==> config.mk <==
export PLATFORM = sky130hd
export DESIGN_NAME = seq_loader
export DESIGN_NICKNAME = d
export VERILOG_FILES = /design/src/rtl/seq_loader.sv
export SDC_FILE = /design/constraint.sdc
export NUM_CORES = 1
export LEC_CHECK = 0
export CORE_MARGIN = 3
export CORE_UTILIZATION = 45
export DETAILED_ROUTE_END_ITERATION = 7
export PLACE_DENSITY = 0.62
export SYNTH_ARGS = -nofsm -noshare
export SYNTH_HDL_FRONTEND = slang
export SYNTH_SLANG_ARGS = --single-unit
==> constraint.sdc <==
create_clock -name clk -period 8.4 [get_ports clk]
set_input_delay 2.1 -clock clk [delete_from_list [all_inputs] [get_ports clk]]
set_output_delay 2.1 -clock clk [all_outputs]
set_load 0.02 [all_outputs]
==> src/rtl/seq_loader.sv <==
// seq_loader: ASCII nucleotide stream to solver seq1/seq2 loader.
// Ports: clk, rst(async low), in_* handshake, seq1/seq2, solver ctl, err status.
//
// seq1/seq2 are packed: element i sits at bits [2i+1:2i].
// Base encoding: A=0, C=1, G=2, T=3.
module seq_loader #(
  parameter int len1        = 5,
  parameter int len2        = 5,
  parameter int RUN_TIMEOUT = 4096
) (
  input  logic              clk,
  input  logic              rst,
  input  logic [7:0]        in_data,
  input  logic              in_valid,
  input  logic              in_last,
  output logic              in_ready,
  output logic [2*len1-1:0] seq1,
  output logic [2*len2-1:0] seq2,
  output logic              solver_rst,
  input  logic              solver_finished,
  output logic              busy,
  output logic              job_done,
  output logic              err,
  output logic [1:0]        err_code,
  output logic [7:0]        err_count
);

  localparam int MAXL = (len1 > len2) ? len1 : len2;
  localparam int IW   = (MAXL > 1) ? $clog2(MAXL) : 1;
  localparam logic [IW-1:0] L1M = IW'(len1 - 1);
  localparam logic [IW-1:0] L2M = IW'(len2 - 1);
  localparam logic [31:0]   TO  = 32'(RUN_TIMEOUT);

  typedef enum logic [1:0] {
    LOAD1, LOAD2, RUN, DRAIN
  } state_t;

  state_t          state_q, state_d;
  logic [IW-1:0]   idx_q, idx_d;
  logic [31:0]     cnt_q, cnt_d;
  logic            rdy_q;
  logic            srst_q, srst_d;
  logic            busy_q, busy_d;
  logic            done_q, done_d;
  logic            err_q, err_d;
  logic [1:0]      code_q, code_d;
  logic [7:0]      ecnt_q, ecnt_d;
  logic [1:0]      s1_q [len1];
  logic [1:0]      s2_q [len2];

  logic            xfer;
  logic            legal;
  logic [1:0]      base;
  logic            we1, we2;
  logic            abort, drain;
  logic [1:0]      acode;

  always_comb begin
    legal = 1'b1;
    base  = 2'd0;
    unique case (in_data)
      8'h41, 8'h61: base = 2'd0;
      8'h43, 8'h63: base = 2'd1;
      8'h47, 8'h67: base = 2'd2;
      8'h54, 8'h74: base = 2'd3;
      default:      legal = 1'b0;
    endcase
  end

  // rdy_q keeps in_ready low until the first edge after reset.
  assign in_ready = rdy_q & (state_q != RUN);
  assign xfer     = in_valid & in_ready;

  always_comb begin
    state_d = state_q;
    idx_d   = idx_q;
    cnt_d   = cnt_q;
    srst_d  = srst_q;
    busy_d  = busy_q;
    done_d  = 1'b0;
    err_d   = 1'b0;
    code_d  = code_q;
    ecnt_d  = ecnt_q;
    we1     = 1'b0;
    we2     = 1'b0;
    abort   = 1'b0;
    drain   = 1'b0;
    acode   = 2'd0;
    unique case (state_q)
      LOAD1: begin
        if (xfer) begin
          if (!legal) begin
            abort = 1'b1;
            acode = 2'd1;
          end else if (in_last) begin
            abort = 1'b1;
            acode = 2'd2;
          end else begin
            we1 = 1'b1;
            if (idx_q == L1M) begin
              idx_d   = '0;
              state_d = LOAD2;
            end else begin
              idx_d = idx_q + 1'b1;
            end
          end
        end
      end
      LOAD2: begin
        if (xfer) begin
          if (!legal) begin
            abort = 1'b1;
            acode = 2'd1;
          end else if (idx_q == L2M) begin
            if (in_last) begin
              we2     = 1'b1;
              state_d = RUN;
              srst_d  = 1'b0;
              busy_d  = 1'b1;
              cnt_d   = '0;
            end else begin
              abort = 1'b1;
              acode = 2'd2;
              drain = 1'b1;
            end
          end else if (in_last) begin
            abort = 1'b1;
            acode = 2'd2;
          end else begin
            we2   = 1'b1;
            idx_d = idx_q + 1'b1;
          end
        end
      end
      RUN: begin
        cnt_d = (cnt_q == '1) ? cnt_q : cnt_q + 32'd1;
        // finished is ignored for two cycles: it may still be the
        // previous job's flag until the solver sees its reset drop.
        if (cnt_q >= 32'd2 && solver_finished) begin
          done_d  = 1'b1;
          srst_d  = 1'b1;
          busy_d  = 1'b0;
          idx_d   = '0;
          state_d = LOAD1;
        end else if (RUN_TIMEOUT != 0 && cnt_q == TO) begin
          abort = 1'b1;
          acode = 2'd3;
        end
      end
      DRAIN: begin
        if (xfer && in_last) begin
          state_d = LOAD1;
        end
      end
      default: state_d = LOAD1;
    endcase
    if (abort) begin
      err_d   = 1'b1;
      code_d  = acode;
      ecnt_d  = (ecnt_q == 8'hFF) ? ecnt_q : ecnt_q + 8'd1;
      srst_d  = 1'b1;
      busy_d  = 1'b0;
      idx_d   = '0;
      state_d = drain ? DRAIN : LOAD1;
    end
  end

  always_ff @(posedge clk or negedge rst) begin
    if (!rst) begin
      state_q <= LOAD1;
      idx_q   <= '0;
      cnt_q   <= '0;
      rdy_q   <= 1'b0;
      srst_q  <= 1'b1;
      busy_q  <= 1'b0;
      done_q  <= 1'b0;
      err_q   <= 1'b0;
      code_q  <= 2'd0;
      ecnt_q  <= 8'd0;
    end else begin
      state_q <= state_d;
      idx_q   <= idx_d;
      cnt_q   <= cnt_d;
      rdy_q   <= 1'b1;
      srst_q  <= srst_d;
      busy_q  <= busy_d;
      done_q  <= done_d;
      err_q   <= err_d;
      code_q  <= code_d;
      ecnt_q  <= ecnt_d;
    end
  end

  always_ff @(posedge clk or negedge rst) begin
    if (!rst) begin
      for (int i = 0; i < len1; i++) s1_q[i] <= 2'd0;
      for (int i = 0; i < len2; i++) s2_q[i] <= 2'd0;
    end else begin
      if (we1) s1_q[idx_q] <= base;
      if (we2) s2_q[idx_q] <= base;
    end
  end

  always_comb begin
    seq1 = '0;
    seq2 = '0;
    for (int i = 0; i < len1; i++) seq1[2*i +: 2] = s1_q[i];
    for (int i = 0; i < len2; i++) seq2[2*i +: 2] = s2_q[i];
  end

  assign solver_rst = srst_q;
  assign busy       = busy_q;
  assign job_done   = done_q;
  assign err        = err_q;
  assign err_code   = code_q;
  assign err_count  = ecnt_q;

endmodule

==> impl_metrics.ini, run 1 <==
[synthesis]
synth_largest_area_cell = dfrtp_1
synth_area_um2 = 4100
synth_top_area_share = 0.433
yosysSeqAreaShare = 0.440
synth_ff_type = dfrtp_1
synth_cells = 417
ys_types = 62
ys_ff_latch = 72
async_flop_share = 1.00
synth_edf_count = 0
synthTopCellsByArea = dfrtp_1 43%, mux2_2 6.3%, ha_1 4.0%
synth_fp_nets = 443
ys_warn_count = 0
syn_area_per_cell_um2 = 9.83

[setup_path]
worstSetupEndpointType = flip-flop
r2r_slack_ns = 5.38
rr_worst_depth = 10
crit_fanout = 17
required_ns = 8.64
cp-start-kind = input port
critical_path_arrival_ns = 4.69
setup.worst_path.class = input port to flip-flop
crit_chain = clkdlybuf4s50_1 > inv_1 > ha_1 > nand2_1 > o21ai_0 > a31o_2 > a21oi_2 > nand4_1 > mux2_2
crit_family = compound AO/OA/AOI/OAI gates
cpPeakStageDelay_ns = 0.66
crit_buf_inv = 2
reg2reg_to = err_count[7]$_DFFE_PN0P_
reg2reg_from = idx_q[0]$_DFFE_PN0P_
crit_path_top_delay_cell = clkdlybuf4s50_1

[clock_network]
cts.repair.resized = 0
clkTransAtPathRegs_ns = 0.07
cts_buffer_depth = 2
post_cts_buffers = 0
clkLatencyLatePin_ns = 0.35
cts_num_sinks = 72
cts_buffers = 9
cts_hold_buf = 0
htreeDepth = 3
cts_tree = built
clock-root-buffer = clkbuf_8

[floorplanning]
dieArea_um2 = 10300
io_pins = 48
die_h_um = 101
row_count = 34
core_um2 = 8810
floorplan.initialDensity = 0.465
die_w_um = 101

[route]
dr.pass1.iters = 5
vias = 3344
viasPerCell = 5.84
drc_errors = 0
ant_nets = 0
wl_per_cell_um = 16.0
dr.first_iter.drc_count = 118
wl_mm = 9.18

[global_routing]
grt_overflow_total = 0
grt_pass1_wl_mm = 15.8
grt_max_degree = 73
grt_usage = 0.192
grt_pass1_vias = 3320
antenna_found_initial = 0

[power]
peakVddDrop_mv = 0.161
p_leak_uw = 0.00206
power.density_nw_per_um2 = 167
total_power_uw = 806

[placed_design]
dp_hpwl_mm = 6.43
place.gp.congestion = 0.864
dp_cells = 557
dpl-instance-area_um2 = 4610
portBuffers = 46

[final_layout]
num_antenna_cells = 0
drive_gt1_frac = 0.125
layout-area-overhead-vs-synth_pct = 17.9
stdcell_area_um2 = 4830
utilization = 0.549
fin_nets = 486
final_cells = 573

[sta]
hold_viol_final = 0
slew_viol_final = 0
clock_skew_ns = 0.00589
timing.final.crit_share = 0.530
min_period_ns = 4.45
slew_headroom = 0.400
max_freq_mhz = 225
fin_tns_setup_ns = 0
rsz0062_at_grt = false
setup_violations = 0
worstMarginPinSlew_ns = 0.900

[min_path]
worstHoldStart = err_count[4]$_DFFE_PN0P_
hold_path.class = flip-flop to flip-flop
worstHoldEndpoint = err_count[4]$_DFFE_PN0P_
min_path_cells = 1

[outcome]
status = complete, no violations

[flow_run]
maxCapViolCount = 0
-- cells by family after synthesis --
kind of cell,after synthesis,share of synthesized area
compound gates,84,0.142
xor+xnor,10,0.0214
fa+ha+maj,13,0.0397
buf+inv,32,0.0369
flops,72,0.440
mux,25,0.0681
other cells,1,0.000915
simple gates,180,0.251
-- layout make-up --
type	instances	area (um2)
well taps	108	135
inverters	16	60.1
fillers	818	3970
repair buffers	48	470
clock inverters	7	96.3
clock buffers	9	124
flip-flops and latches	72	1800
multi-input cells	313	2140
-- stage by stage --
| stage | setup WS [ns] | hold slack [ns] |
|---|---|---|
| 2_1_floorplan | 4.38 | 0.474 |
| 5_1_grt | 3.80 | 0.519 |
| 6_report | 3.95 | 0.494 |
| 4_1_cts | 3.96 | 0.499 |
| 3_5_place_dp | 3.58 | 0.492 |
| 3_3_place_gp | 3.59 | 0.479 |
-- worst max-delay path by stage --
stage                       start  cells after the start  slack [ns]                  endpoint
after detailed placement  in_last                      9        3.58  err_count[7]$_DFFE_PN0P_
after floorplan           in_last                      8        4.38  err_count[1]$_DFFE_PN0P_
after global routing      in_last                      9        3.80  err_count[7]$_DFFE_PN0P_
after CTS                 in_last                      9        3.96  err_count[7]$_DFFE_PN0P_
final                     in_last                      9        3.95  err_count[7]$_DFFE_PN0P_
after global placement    in_last                      9        3.59  err_count[7]$_DFFE_PN0P_
-- sequential cells by signal (all words and copies together), names as in the netlist --
name and cells:
solver_rst 1, err 1, idx_q 3, seq1 10
cnt_q 32, job_done 1, err_count 8, busy 1
seq2 10, rdy_q 1, err_code 2, state_q 2
-- cells in the final DEF, fill, tap and decap left out, types with 8 or more instances in the layout --
cell type	instances
nor4_1	9
or4_1	14
o21ai_0	19
o211ai_1	13
a21oi_1	21
and3_1	13
nand2b_1	8
nand2_1	37
dfrtp_1	71
nor2_1	18
inv_1	16
clkdlybuf4s50_1	45
ha_1	13
nand4_1	12
mux2_2	23
clkbuf_8	9
nand3_1	24
or3_1	18
-- power breakdown --
group / internal [uW] / switching (uW) / leakage (uW) / total [uW]
registers: 365 / 21.7 / 0.000975 / 387
logic: 53.3 / 58.3 / 0.000973 / 112
clock network: 168 / 139 / 0.000113 / 307
-- worst reg2reg max path, delay by kind of cell, from the launching register on --
kind	cells	cell delay (ns)
AOI/OAI and AO/OA	3	0.96
muxes	1	0.30
buffers and inverters	1	0.12
and+or+nand+nor	3	0.48
adders and majority gates	2	0.53
DFF	1	0.51
-- per-layer routing --
layer | vias to the layer above | GRT usage | wire length [um] | share of wire
met4 | 0 | 0.0613 | 157 | 0.017
met5 | - | 0 | 0 | 0
li1 | 1647 | - | - | -
met1 | 1614 | 0.255 | 4400 | 0.48
met3 | 13 | 0.0503 | 364 | 0.040
met2 | 70 | 0.306 | 4260 | 0.46
-- synth_stat cells, drive strengths merged, types with 3 or more instances --
library cell / count
and2: 3
or4: 16
mux2: 23
nand4: 12
a21oi: 22
dfrtp: 71
o211ai: 13
nor3: 5
nand3: 24
nand2b: 8
nor4: 11
a211oi: 3
a21boi: 3
or3: 18
buf: 7
ha: 13
o2111ai: 6
inv: 16
nand2: 38
xor2: 3
xnor2: 7
and3: 13
nor2: 18
and4: 4
o21ai: 21
clkbuf: 9
Power figures use the tool's default switching activity.
==> run 2: changes to the inputs <==
Settings changed: PLACE_DENSITY 0.62 to 0.65.
Clock period 8.4 ns to 4.05 ns, I/O delays scaled along.
==> impl_metrics.ini, run 2 (synthesis gave the netlist of run 1 again) <==
[power]
p_leak_uw = 0.00207
swShare = 0.287
clkPwrFrac = 0.363
power.net_switching_uw = 468
power.density_nw_per_um2 = 336
p_int_uw = 1160
peakVddDrop_mv = 0.285
seqPwrFrac = 0.492
pwr-share-comb = 0.145

[min_path]
hold_path.class = flip-flop to flip-flop

[sta]
min_period_ns = 3.19
slew_headroom = 0.465
setup_violations = 0
rsz0062_at_grt = false
timing.final.crit_share = 0.788
hold_viol_final = 0
slew_viol_final = 0
clock_skew_ns = 0.00558
max_freq_mhz = 313
worstMarginPinSlew_ns = 0.795
fin_tns_setup_ns = 0

[clock_network]
clkTransAtPathRegs_ns = 0.08
cts_tree = built
htreeDepth = 3
cts_buffer_depth = 2
cts_num_sinks = 72
clkLatencyLatePin_ns = 0.35
cts.repair.resized = 0
post_cts_buffers = 0
cts_buffers = 9
cts_hold_buf = 0
clock-root-buffer = clkbuf_8

[route]
dr.first_iter.drc_count = 104
routed-wl-met3_um = 351
viasPerCell = 5.77
wl_per_cell_um = 16.1
route.met2.wl_mm = 4.38
drc_errors = 0
highest_layer = met4
dr.pass1.iters = 4
wl_mm = 9.29
met1_length_mm = 4.44
vias = 3335
ant_nets = 0

[global_routing]
grt_max_degree = 37
grt_overflow_total = 0
grt_usage = 0.192
antenna_found_initial = 0
grt_pass1_vias = 3299
grt_pass1_wl_mm = 15.8

[placed_design]
place.gp.congestion = 0.850
portBuffers = 46
dp_hpwl_mm = 6.69
dpl-instance-area_um2 = 4650

[flow_run]
maxCapViolCount = 0

[final_layout]
stdcell_area_um2 = 4850
layout-area-overhead-vs-synth_pct = 18.4
utilization = 0.551
top_register = cnt_q
drive_gt1_frac = 0.134
num_antenna_cells = 0
fin_nets = 491
largest_reg_flops = 32
fill_cells = 791
final_common_cell = dfrtp_1
mostFrequentLayoutCells = 71 x dfrtp_1, 45 x clkdlybuf4s50_1, 37 x nand2_1

[setup_path]
setup.worst_path.class = input port to flip-flop
worstSetupEndpointType = flip-flop
critical_path_arrival_ns = 3.47
cp-start-kind = input port
required_ns = 4.33
crit_fanout = 28

[floorplanning]
floorplan.initialDensity = 0.465
row_count = 34
die_w_um = 101
die_h_um = 101
io_pins = 48
dieArea_um2 = 10300
core_um2 = 8810

[outcome]
status = complete, no violations
-- run 2: cell types whose count changed in the layout (fill, tap and decap cells not counted) --
cell / change
bufinv_16: -1
clkinvlp_4: +3
inv_6: +3
clkinv_4: -3
buf_4: +5
clkinv_2: -2
-- run 2: layout make-up --
cell class	count	area [um2]	area share
clock inverters	7	78.8	0.0162
clock buffers	9	124	0.0255
inverters	16	60.1	0.0124
repair buffers	53	508	0.105
multi-input cells	313	2140	0.442
flip-flops and latches	72	1800	0.371
well taps	108	135	0.0278
-- run 2: worst max-delay path, stage by stage --
cell,delay [ns]
clkdlybuf4s50_1,0.46
nand4bb_1,0.25
a21boi_4,0.20
nor4_4,0.26
buf_4,0.35
o21ai_2,0.23
or4_1,0.56
a21oi_1,0.15
-- run 2: stage by stage --
| stage | total power, uW | instances | hold slack, ns | setup slack, ns |
|---|---|---|---|---|
| after floorplan | 939 | 417 | 0.474 | 1.12 |
| after global placement | 1050 | 562 | 0.476 | 0.519 |
| after detailed placement | 1060 | 562 | 0.488 | 0.465 |
| after CTS | 1650 | 578 | 0.515 | 0.863 |
| after global routing | 1710 | 578 | 0.534 | 0.703 |
| final | 1630 | 578 | 0.509 | 0.859 |
-- run 2: metal layers --
layer,global-route usage,vias to the layer above
met5,0,-
met2,0.308,60
met4,0.0603,0
met1,0.258,1613
li1,-,1651
met3,0.0448,11
-- run 2: worst paths after layout --
kind / cells after the start / start / slack [ns] / end
max: 8 / in_data[1] / 0.86 / cnt_q[12]$_DFFE_PN0P_
min: 1 / err_count[4]$_DFFE_PN0P_ / 0.51 / err_count[4]$_DFFE_PN0P_
max reg2reg: 9 / state_q[0]$_DFFE_PN0P_ / 1.18 / cnt_q[12]$_DFFE_PN0P_
min reg2reg: 1 / err_count[4]$_DFFE_PN0P_ / 0.51 / err_count[4]$_DFFE_PN0P_
max in group asynchronous: 2 / rst / 2.50 / solver_rst$_DFFE_PN1P_
min in group asynchronous: 1 / rst / 0.74 / cnt_q[6]$_DFFE_PN0P_
-- run 2: power groups by stage --
stage	clock (uW)	combinational [uW]	sequential, uW
floorplan	0	93.5	845
global placement	0	235	816
detailed placement	0	238	817
CTS	612	240	803
global route	636	260	812
finish	592	236	802
